## config.mk

```make
export PLATFORM = sky130hd
export DESIGN_NAME = canny_frame_ctrl
export DESIGN_NICKNAME = d
export VERILOG_FILES = /design/src/rtl/canny_pkg.sv /design/src/rtl/canny_sync_edge.sv /design/src/rtl/canny_frame_ctrl.sv
export SDC_FILE = /design/constraint.sdc
export NUM_CORES = 1
export LEC_CHECK = 0
export BUFFER_PORTS_ARGS = -buffer_cell sky130_fd_sc_hd__buf_4
export CORE_ASPECT_RATIO = 1.2
export CORE_MARGIN = 2
export CORE_UTILIZATION = 50
export CTS_BUF_LIST = sky130_fd_sc_hd__clkbuf_2
export DETAILED_ROUTE_END_ITERATION = 6
export PLACE_DENSITY = 0.77
export SETUP_SLACK_MARGIN = 0.05
export SYNTH_ARGS = -nofsm -noshare
export SYNTH_HDL_FRONTEND = slang
export SYNTH_HIERARCHICAL = 1
export SYNTH_SLANG_ARGS = --single-unit
```

## constraint.sdc

```tcl
create_clock -name clk -period 3.7 [get_ports clk]
set_clock_uncertainty 0.15 [all_clocks]
set_input_delay 0.37 -clock clk [delete_from_list [all_inputs] [get_ports clk]]
set_output_delay 0.37 -clock clk [all_outputs]
set_load 0.1 [all_outputs]
```

## src/rtl/canny_pkg.sv

```systemverilog
// Shared state encoding and default thresholds for the Canny frame controller.
package canny_pkg;

   localparam int TH_W = 11;

   typedef enum logic [1:0] {
      ST_IDLE   = 2'd0,
      ST_VBLANK = 2'd1,
      ST_LINE   = 2'd2,
      ST_HBLANK = 2'd3
   } state_t;

   localparam logic [TH_W-1:0] DEF_HIGH_TH = TH_W'(100);
   localparam logic [TH_W-1:0] DEF_LOW_TH  = TH_W'(40);

endpackage

```

## src/rtl/canny_sync_edge.sv

```systemverilog
// Registers HSYNC/VSYNC/BLANK once and derives rise/fall pulses from the registered copies.
module canny_sync_edge (
   input  logic clk,
   input  logic rst_n,
   input  logic i_hsync,
   input  logic i_vsync,
   input  logic i_blank,
   output logic blank_lvl,
   output logic hs_rise,
   output logic hs_fall,
   output logic vs_rise,
   output logic vs_fall,
   output logic bl_rise,
   output logic bl_fall
);

   // Bit order {hsync, vsync, blank}; reset to the inactive levels so no edge fires out of reset.
   logic [2:0] sync_q, sync_d;
   logic [2:0] prev_q, prev_d;

   always_comb begin
      sync_d = {i_hsync, i_vsync, i_blank};
      prev_d = sync_q;
   end

   always_ff @(posedge clk or negedge rst_n) begin
      if (!rst_n) begin
         sync_q <= 3'b111;
         prev_q <= 3'b111;
      end else begin
         sync_q <= sync_d;
         prev_q <= prev_d;
      end
   end

   assign blank_lvl = sync_q[0];
   assign hs_rise   =  sync_q[2] & ~prev_q[2];
   assign hs_fall   = ~sync_q[2] &  prev_q[2];
   assign vs_rise   =  sync_q[1] & ~prev_q[1];
   assign vs_fall   = ~sync_q[1] &  prev_q[1];
   assign bl_rise   =  sync_q[0] & ~prev_q[0];
   assign bl_fall   = ~sync_q[0] &  prev_q[0];

endmodule

```

## src/rtl/canny_frame_ctrl.sv

```systemverilog
// Frame/line sequencer with frame-boundary threshold shadowing for the Canny pipeline.
// Optional per-frame edge statistics are built when CANNY_CTRL_STATS_EN is defined.
module canny_frame_ctrl #(
   parameter int H_ACTIVE = 640,
   parameter int V_ACTIVE = 480,
   parameter int CNT_W    = 11,
   parameter int TH_W     = canny_pkg::TH_W
) (
   input  logic             clk,
   input  logic             rst_n,
   input  logic             i_HSYNC,
   input  logic             i_VSYNC,
   input  logic             i_BLANK,
   input  logic [TH_W-1:0]  cfg_high_th,
   input  logic [TH_W-1:0]  cfg_low_th,
   input  logic             cfg_wr,
`ifdef CANNY_CTRL_STATS_EN
   input  logic             i_is_edge,
   output logic [2*CNT_W-1:0] o_edge_count,
`endif
   output logic             cfg_ack,
   output logic [TH_W-1:0]  o_high_th,
   output logic [TH_W-1:0]  o_low_th,
   output logic [CNT_W-1:0] o_x,
   output logic [CNT_W-1:0] o_y,
   output logic             o_pix_valid,
   output logic             o_border,
   output logic             o_frame_start,
   output logic             o_line_start,
   output logic             o_fmt_err,
   output logic [1:0]       o_state
);
   import canny_pkg::*;

   localparam logic [CNT_W-1:0] X_LAST = CNT_W'(H_ACTIVE - 1);
   localparam logic [CNT_W-1:0] Y_LAST = CNT_W'(V_ACTIVE - 1);
   localparam logic [CNT_W-1:0] Y_END  = CNT_W'(V_ACTIVE);

   logic blank_lvl, hs_rise, hs_fall, vs_rise, vs_fall, bl_rise, bl_fall;
   logic unused_edges;

   canny_sync_edge u_sync (
      .clk       (clk),
      .rst_n     (rst_n),
      .i_hsync   (i_HSYNC),
      .i_vsync   (i_VSYNC),
      .i_blank   (i_BLANK),
      .blank_lvl (blank_lvl),
      .hs_rise   (hs_rise),
      .hs_fall   (hs_fall),
      .vs_rise   (vs_rise),
      .vs_fall   (vs_fall),
      .bl_rise   (bl_rise),
      .bl_fall   (bl_fall)
   );

   // Line sequencing runs off BLANK levels; the remaining edge pulses are spare.
   assign unused_edges = ^{hs_rise, hs_fall, vs_rise, bl_rise, bl_fall};

   state_t           state_q, state_d;
   logic [CNT_W-1:0] x_q, x_d, y_q, y_d;
   logic             pix_valid_q, pix_valid_d, border_q, border_d;
   logic             fs_q, fs_d, ls_q, ls_d, fmt_err_q, fmt_err_d;
   logic [TH_W-1:0]  high_q, high_d, low_q, low_d, pend_high_q, pend_high_d, pend_low_q, pend_low_d;
   logic             pend_q, pend_d, ack_q, ack_d;

   always_comb begin
      state_d     = state_q;
      x_d         = x_q;
      y_d         = y_q;
      pix_valid_d = 1'b0;
      fs_d        = 1'b0;
      ls_d        = 1'b0;
      fmt_err_d   = fmt_err_q;
      if (vs_fall) begin
         state_d = ST_VBLANK;
         x_d     = '0;
         y_d     = '0;
         fs_d    = 1'b1;
      end else begin
         case (state_q)
            ST_IDLE: state_d = ST_IDLE;
            ST_VBLANK: begin
               if (!blank_lvl) begin
                  // Active video after the last line of a frame is a format error, not a pixel.
                  if (y_q == Y_END) begin
                     fmt_err_d = 1'b1;
                  end else begin
                     state_d     = ST_LINE;
                     x_d         = '0;
                     pix_valid_d = 1'b1;
                     ls_d        = 1'b1;
                  end
               end
            end
            ST_LINE: begin
               if (blank_lvl) begin
                  state_d = ST_HBLANK;
                  y_d     = y_q + CNT_W'(1);
               end else begin
                  pix_valid_d = 1'b1;
                  if (x_q == X_LAST) fmt_err_d = 1'b1;
                  else               x_d = x_q + CNT_W'(1);
               end
            end
            ST_HBLANK: begin
               if (y_q == Y_END) begin
                  state_d = ST_VBLANK;
               end else if (!blank_lvl) begin
                  state_d     = ST_LINE;
                  x_d         = '0;
                  pix_valid_d = 1'b1;
                  ls_d        = 1'b1;
               end
            end
            default: state_d = ST_IDLE;
         endcase
      end
      border_d = pix_valid_d &&
                 ((x_d == '0) || (x_d == X_LAST) || (y_d == '0) || (y_d == Y_LAST));
   end

   // A write landing on the apply cycle stays pending; the older values go out now.
   always_comb begin
      high_d      = high_q;
      low_d       = low_q;
      ack_d       = 1'b0;
      pend_d      = pend_q;
      pend_high_d = pend_high_q;
      pend_low_d  = pend_low_q;
      if (fs_d && pend_q) begin
         high_d = pend_high_q;
         low_d  = (pend_low_q > pend_high_q) ? pend_high_q : pend_low_q;
         ack_d  = 1'b1;
         pend_d = 1'b0;
      end
      if (cfg_wr) begin
         pend_high_d = cfg_high_th;
         pend_low_d  = cfg_low_th;
         pend_d      = 1'b1;
      end
   end

   always_ff @(posedge clk or negedge rst_n) begin
      if (!rst_n) begin
         state_q     <= ST_IDLE;
         x_q         <= '0;
         y_q         <= '0;
         pix_valid_q <= 1'b0;
         border_q    <= 1'b0;
         fs_q        <= 1'b0;
         ls_q        <= 1'b0;
         fmt_err_q   <= 1'b0;
         high_q      <= TH_W'(DEF_HIGH_TH);
         low_q       <= TH_W'(DEF_LOW_TH);
         ack_q       <= 1'b0;
         pend_q      <= 1'b0;
         pend_high_q <= '0;
         pend_low_q  <= '0;
      end else begin
         state_q     <= state_d;
         x_q         <= x_d;
         y_q         <= y_d;
         pix_valid_q <= pix_valid_d;
         border_q    <= border_d;
         fs_q        <= fs_d;
         ls_q        <= ls_d;
         fmt_err_q   <= fmt_err_d;
         high_q      <= high_d;
         low_q       <= low_d;
         ack_q       <= ack_d;
         pend_q      <= pend_d;
         pend_high_q <= pend_high_d;
         pend_low_q  <= pend_low_d;
      end
   end

`ifdef CANNY_CTRL_STATS_EN
   logic [2*CNT_W-1:0] ecnt_q, ecnt_d, ecount_q, ecount_d;

   always_comb begin
      ecnt_d   = ecnt_q;
      ecount_d = ecount_q;
      if (fs_q) begin
         ecount_d = ecnt_q;
         ecnt_d   = '0;
      end else if (pix_valid_q && i_is_edge && (ecnt_q != '1)) begin
         ecnt_d = ecnt_q + (2*CNT_W)'(1);
      end
   end

   always_ff @(posedge clk or negedge rst_n) begin
      if (!rst_n) begin
         ecnt_q   <= '0;
         ecount_q <= '0;
      end else begin
         ecnt_q   <= ecnt_d;
         ecount_q <= ecount_d;
      end
   end

   assign o_edge_count = ecount_q;
`endif

   assign cfg_ack       = ack_q;
   assign o_high_th     = high_q;
   assign o_low_th      = low_q;
   assign o_x           = x_q;
   assign o_y           = y_q;
   assign o_pix_valid   = pix_valid_q;
   assign o_border      = border_q;
   assign o_frame_start = fs_q;
   assign o_line_start  = ls_q;
   assign o_fmt_err     = fmt_err_q;
   assign o_state       = state_q;

endmodule

```

==> impl_metrics.ini, run 1 <==
[run_status]
status = completed

[placed_design]
place_hpwl_um = 6290
port_buffers = 78
place_area_um2 = 4670
place.gp.congestion = 0.839

[power]
cellPowerDensity_nw_per_um2 = 593
clkPwrFrac = 0.177
max-vdd-ir-drop_uv = 511
power_frac_comb = 0.468
internal_power_w = 0.00157
seqPwrFrac = 0.355
p_sw_w = 0.00143
power_leakage_nw = 2.42
sw_frac_of_total = 0.475

[timing]
rsz0062_at_grt = false
finalSetupTns_ns = 0
clock.fmax_mhz = 310
min_period_ns = 3.22
fin_crit_sh = 0.871
hold_viol = 0
setup_viol = 0
relSlewSlack = 0.354
tightest_slew_ns = 0.969
drv_slew = 0

[critical_path]
reg2reg_slack_ns = 0.48
cp-start-kind = register
path_class = register to register
ff2ff_path_depth = 10
timing.rr.end = o_border
r2r_start = o_state[0]
cp.required_ns = 4.01
critPathMaxFanout = 12
cp-end-kind = register
crit_arrival_ns = 3.54

[die]
dieArea_um2 = 8810
core_um2 = 7750
rows = 35
initial_utilization = 0.521
die_w_um = 86.0
die_h_um = 102
io-pin-count = 80

[drt]
wire_per_inst_um = 16.0
drtIter0Drc = 151
post-route-drc-count = 0
first_pass_iters = 5
vias = 3248
totalWireLength_um = 9270
routed_via_density = 5.61
ant_nets = 0

[cts]
worstSkewPairLatency_ns = 0.52
clock_path_buffers = 2
cts_setup_buffers = 0
cts_buffers = 9
cts_tree = built
clk_pin_slew_ns = 0.24
htreeDepth = 3
cts_sinks = 78
clock-root-buffer = clkbuf_2

[yosys]
syn_inst = 385
synth_fp_nets = 431
ys_warn_count = 6
syn_area_per_cell_um2 = 10.5
syn_area_um2 = 4040

[hold_path]
hold_start = cfg_wr
hold_end = pend_high_q[9]
min_path_type = primary input to register
min_path_cells = 3

[global_route]
grt-ovfl-total = 0
grt_pass1_vias = 3240
grt_pass1_wl_um = 15200
antenna_found_initial = 0
grt_max_degree = 79
grt_usage = 0.221

[cells_and_area]
drive_above_1_share = 0.281
final_cell_mix = 80 x buf_4, 70 x dfrtp_1, 29 x nand2_1, 28 x nor2_1, 26 x inv_1
final_cell_area_um2 = 5060
mostFrequentLayoutCell = buf_4
n_antenna_cell = 0
register_area_um2 = 1960
multi_input_area_um2 = 1890
nNetsFinal = 528
fillCellCount = 607
area_growth_syn_to_layout_pct = 25.3

[run]
drv_cap = 0
-- metal layers --
layer  vias to the layer above  global-route usage  share of wire
met3                        11              0.0485          0.051
met1                      1569               0.265           0.41
met2                       107               0.390           0.52
li1                       1561                   -              -
met5                         -                   0              0
met4                         0              0.0781          0.013
-- power groups by stage --
stage          registers [W]  logic, W  clock network (W)
2_1_floorplan        0.00171  0.000431                  0
3_3_place_gp         0.00108   0.00136                  0
3_5_place_dp         0.00108   0.00138                  0
4_1_cts              0.00107   0.00140           0.000542
5_1_grt              0.00108   0.00148           0.000578
6_report             0.00107   0.00140           0.000531
-- worst max-delay path by stage --
stage	startpoint	end	slack, ns	cells past startpoint
2_1_floorplan	o_state[1]	o_border	0.45	9
6_report	o_state[0]	o_border	0.48	10
4_1_cts	o_state[0]	o_border	0.48	10
3_3_place_gp	o_state[0]	o_border	0.62	10
3_5_place_dp	o_state[0]	o_border	0.61	10
5_1_grt	o_state[0]	o_border	0.39	10
-- stage by stage --
stage | setup slack (ns) | hold slack, ns | utilization | total power, W | std cells
after floorplan | 0.449 | -0.0756 | - | 0.00214 | 385
after global placement | 0.624 | 0.209 | 0.602 | 0.00244 | 538
after detailed placement | 0.608 | 0.210 | 0.602 | 0.00246 | 538
after CTS | 0.475 | 0.0399 | 0.652 | 0.00301 | 579
after global routing | 0.386 | 0.0509 | 0.652 | 0.00314 | 579
final | 0.477 | 0.103 | 0.652 | 0.00300 | 579
-- state kept, by name, summed over array words and instances, names as in the netlist, 2 cells and up --
register	count
o_high_th	11
o_low_th	11
o_x	11
o_y	11
pend_high_q	11
pend_low_q	11
o_state	2
u_sync/prev_d	2
-- layout make-up --
type	count	area share
clock buffer	10	0.00990
clock inverter	6	0.0173
inverter	26	0.0193
multi-input combinational	262	0.375
sequential	78	0.388
tap	92	0.0228
timing repair buffer	105	0.168
-- worst max-delay path, cell delays in order, from the launching register on --
cell,delay [ns]
dfrtp_1,0.49
inv_1,0.09
ha_1,0.35
or3b_1,0.29
nor2_1,0.06
mux2_1,0.29
a31oi_1,0.23
nand3_1,0.13
or3_1,0.32
o41ai_1,0.53
a22o_1,0.25
-- what timing repair did --
item / 4_1_cts / 5_1_grt
endpoints found under the hold margin: 94 / 0
gates resized for setup: 0 / 0
hold buffers: 25 / 0
No activity file was read; power rests on OpenSTA's default activity.
==> inputs of run 2 (changes only) <==
Settings changed: BUFFER_PORTS_ARGS -buffer_cell sky130_fd_sc_hd__buf_4 to unset, DONT_BUFFER_PORTS set to 1, PLACE_DENSITY 0.77 to 0.69.
==> run 2 against run 1 <==
Effect of this change:
- highest routed layer unchanged
- critical endpoint unchanged
- setup slack gained 0.15 ns
- power shrank 2.2%
- maximum frequency grew 4.8%
- non-clock buffer count shrank 33
- core utilization shrank 2.0 points
- register-to-register slack gained 0.15 ns
- sequential power grew 47%
- final area shrank 3.1%
- critical path depth is the same
==> impl_metrics.ini, run 2 (synthesis results as in run 1) <==
[die]
dieArea_um2 = 8810
die_w_um = 86.0
core_um2 = 7750
rows = 35
io-pin-count = 80
die_h_um = 102
initial_utilization = 0.521

[cells_and_area]
n_antenna_cell = 0
area_growth_syn_to_layout_pct = 21.4
nNetsFinal = 495
final_cell_mix = 70 x dfrtp_1, 44 x dlygate4sd3_1, 29 x nand2_1, 28 x nor2_1
mostFrequentLayoutCell = dfrtp_1
final_cell_area_um2 = 4900
drive_above_1_share = 0.189

[global_route]
grt_util_met3 = 0.0436
antenna_found_initial = 0
grt.met1_usage = 0.274
grt_usage = 0.227
grt_max_degree = 79
grt_pass1_wl_um = 15600
grt-ovfl-total = 0
grt.busiest_layer = met2
grt_pass1_vias = 3227
met2_usage = 0.401

[power]
max-vdd-ir-drop_uv = 448
cellPowerDensity_nw_per_um2 = 599
power_leakage_nw = 2.26

[cts]
worstSkewPairLatency_ns = 0.51
clk_pin_slew_ns = 0.23
cts_setup_buffers = 0
htreeDepth = 3
cts_buffers = 9
cts_sinks = 78
clock_path_buffers = 2
cts_resized = 0
clock-root-buffer = clkbuf_2
cts_tree = built

[placed_design]
place_area_um2 = 4260
place.gp.congestion = 0.847
port_buffers = 0
place_hpwl_um = 6250

[critical_path]
crit_buf_inv = 1
critPathMaxFanout = 12
slowest_stage = dfrtp_1
path_class = register to register
cp-end-kind = register
worstPathCellList = inv_1 > ha_1 > or3b_1 > nor2_1 > mux2_1 > a31oi_1 > nand3_1 > or3_1 > o41ai_1 > a22o_1
cp-start-kind = register
cp.required_ns = 4.00
cp_top_family = compound AO/OA/AOI/OAI gates
max_stage_delay_ns = 0.49
crit_arrival_ns = 3.37

[timing]
finalSetupTns_ns = 0
setup_viol = 0
relSlewSlack = 0.386
min_period_ns = 3.07
drv_slew = 0
clock.fmax_mhz = 325
tightest_slew_ns = 0.922
fin_crit_sh = 0.831
hold_viol = 0
rsz0062_at_grt = false

[run_status]
status = completed

[drt]
post-route-drc-count = 0
vias = 3125
drtIter0Drc = 108
ant_nets = 0
first_pass_iters = 4
wire_per_inst_um = 17.5
totalWireLength_um = 9530
routed_via_density = 5.72

[run]
drv_cap = 0

[hold_path]
min_path_type = primary input to register
run 2: worst reg2reg max path, delay by kind of cell, from the launching register on:
kind | cells | cell delay, ns
compound gates | 3 | 0.87
simple gates | 4 | 0.79
flops | 1 | 0.49
fa+ha+maj | 1 | 0.36
mux | 1 | 0.29
buf+inv | 1 | 0.09
run 2: repair_timing:
action | CTS | global route
endpoints found under the setup margin | 0 | 0
hold buffers | 46 | 0
endpoints found under the hold margin | 103 | 0
run 2: final timing paths:
kind                       slack [ns]  depth (start not counted)              from                to
min                              0.23                          1           i_VSYNC  u_sync/prev_d[1]
min in group asynchronous        0.29                          2             rst_n      o_low_th[10]
max                              0.63                         10        o_state[0]          o_border
max reg2reg                      0.63                         10        o_state[0]          o_border
max in group asynchronous        2.79                          2             rst_n  u_sync/prev_d[0]
min reg2reg                      0.24                          0  u_sync/prev_d[1]  u_sync/prev_q[1]
run 2: stage by stage:
step                      setup WS (ns)  utilization  power (W)  std cells  hold slack, ns
after detailed placement          0.594        0.550    0.00232        484         -0.0738
after CTS                         0.552        0.632    0.00295        546           0.159
after global routing              0.387        0.632    0.00309        546           0.156
after global placement            0.643        0.550    0.00230        484         -0.0739
after floorplan                   0.449            -    0.00214        385         -0.0756
final                             0.626        0.632    0.00293        546           0.230
run 2: layer usage:
layer	up-vias	part of all wire
li1	1499	-
met1	1518	0.40
met2	95	0.54
met3	13	0.045
met4	0	0.012
met5	-	0
run 2: power breakdown:
part,total [W],switching [W],leakage [nW],internal (W)
Clock,0.000556,0.000322,0.0875,0.000234
Combinational,0.000806,0.000508,1.22,0.000298
Sequential,0.00157,0.000603,0.957,0.000969
Total,0.00293,0.00143,2.26,0.00150
run 2: layout make-up:
type	count	area, µm²
Fill cell	625	2850
Sequential cell	78	1960
Multi-Input combinational cell	262	1890
Timing Repair Buffer	72	683
Tap cell	92	115
Clock inverter	7	104
Inverter	26	97.6
Clock buffer	9	45.0
==> inputs of run 3 (changes only) <==
Settings changed: ABC_AREA set to 1.
Clock period 3.7 ns to 3 ns, I/O delays scaled along.
==> run 3 against run 2 <==
Effect of this change:
- first-iteration DRC count up 49%
- sequential power up 31%
- die area up 9.9%
- critical endpoint unchanged
- clock-buffer cell count up 1
- setup slack worse by 0.12 ns
- critical path depth up 4
- clock power up 24%
- wire length up 17%
- via count up 27%
- global-route usage up 1.2 points
==> impl_metrics.ini, run 3 <==
[run_status]
status = completed

[critical_path]
crit_buf_inv = 3
crit_arrival_ns = 2.85
cp_top_family = simple AND/OR/NAND/NOR gates
cp.required_ns = 3.35
slowest_stage = dfrtp_1
r2r_start = o_state[0]
critPathMaxFanout = 6
ff2ff_path_depth = 14
reg2reg_slack_ns = 0.50
timing.rr.end = o_border
path_class = register to register
max_stage_delay_ns = 0.49
cp-start-kind = register
cp-end-kind = register
worstPathCellList = inv_1 > ha_1 > inv_2 > nor2_1 > nand3_1 > nand2_1 > clkinv_1 > nand2_1 > nand2_1 > nor2_1 > nand3_1 > nor3_2 > nor2_1 > nor2_1
cp_common_cell = nor2_1

[cells_and_area]
final_cell_mix = 133 x nand2_1, 70 x dfrtp_1, 60 x inv_1, 57 x nor2_1, 50 x nand3_1
drive_above_1_share = 0.165
area_growth_syn_to_layout_pct = 15.4
n_antenna_cell = 0
mostFrequentLayoutCell = nand2_1
stdcell_count = 734
nNetsFinal = 658

[die]
io-pin-count = 80
die_w_um = 90.2
core_um2 = 8610
dieArea_um2 = 9690
initial_utilization = 0.518
die_h_um = 107
rows = 37

[global_route]
antenna_found_initial = 0
grt_pass1_wl_um = 18400
grt_pass1_vias = 3913
grt-ovfl-total = 0
grt_usage = 0.239
grt_max_degree = 79

[power]
seqPwrFrac = 0.425
power_frac_comb = 0.432
sw_frac_of_total = 0.564
internal_power_w = 0.00210
power_leakage_nw = 2.54
p_sw_w = 0.00272
cellPowerDensity_nw_per_um2 = 937
clkPwrFrac = 0.143
max-vdd-ir-drop_uv = 437

[yosys]
synth_fp_nets = 613
syn_area_um2 = 4460
syn_area_per_cell_um2 = 7.86
syn_inst = 567
ys_warn_count = 6

[cts]
clock-root-buffer = clkbuf_2
clk_pin_slew_ns = 0.23
cts_sinks = 78
cts_tree = built
cts_setup_buffers = 0
clock_path_buffers = 2
worstSkewPairLatency_ns = 0.54
htreeDepth = 3
cts_buffers = 9
cts_resized = 0

[timing]
fin_crit_sh = 0.832
min_period_ns = 2.50
setup_viol = 0
finalSetupTns_ns = 0
tightest_slew_ns = 1.20
relSlewSlack = 0.198
rsz0062_at_grt = false
hold_viol = 0
fin_ws_ns = 0.504
drv_slew = 0
clock.fmax_mhz = 401

[drt]
vias = 3979
routed_via_density = 5.42
totalWireLength_um = 11100
wire_per_inst_um = 15.2
drtIter0Drc = 161
post-route-drc-count = 0
first_pass_iters = 5
ant_nets = 0

[run]
drv_cap = 0

[hold_path]
hold_start = i_VSYNC
hold_end = u_sync/prev_d[1]
min_path_type = primary input to register
min_path_cells = 1

[placed_design]
preCtsSetupSlack_ns = 0.562
port_buffers = 0
dp_cells = 691
place.gp.congestion = 0.920
place_hpwl_um = 7730
[run 3: worst max-delay path by stage]
stage,cells after the start,endpoint,start,slack [ns]
6_report,14,o_border,o_state[0],0.50
4_1_cts,14,o_border,o_state[0],0.55
5_1_grt,17,o_border,o_state[0],0.31
2_1_floorplan,18,o_border,o_state[0],0.20
3_3_place_gp,15,o_border,o_state[0],0.61
3_5_place_dp,17,o_border,o_state[0],0.56
[run 3: layout make-up]
type                    instances  area [µm²]
inverters                      72         274
fillers                       772        3470
multi-input cells             394        2100
well taps                     117         146
flip-flops and latches         78        1960
repair buffers                 57         513
clock buffers                  10        50.0
clock inverters                 6        95.1
[run 3: metal layers]
layer  vias to the layer above  wire length [µm]  GRT usage
met4                         0               207      0.105
met5                         -                 0          0
met1                      1880              4280      0.273
li1                       1926                 -          -
met2                       153              5850      0.423
met3                        20               789     0.0630
[run 3: through the flow]
step	power [W]	utilization	cell area, µm²	hold slack, ns
floorplan	0.00362	-	4460	-0.146
global placement	0.00403	0.547	4710	-0.143
detailed placement	0.00407	0.547	4710	-0.144
CTS	0.00482	0.597	5140	0.0938
global route	0.00510	0.597	5140	0.0759
finish	0.00482	0.597	5140	0.127
[run 3: what timing repair did]
| action | in CTS | in global routing |
|---|---|---|
| hold endpoints to repair | 103 | 0 |
| setup endpoints to repair | 0 | 0 |
| hold buffers | 27 | 0 |
[run 3: power by group through the flow]
stage	Combinational (W)	Sequential [W]	Clock [W]
floorplan	0.00102	0.00260	0
global placement	0.00197	0.00206	0
detailed placement	0.00200	0.00207	0
CTS	0.00207	0.00205	0.000702
global route	0.00227	0.00208	0.000751
finish	0.00208	0.00205	0.000689
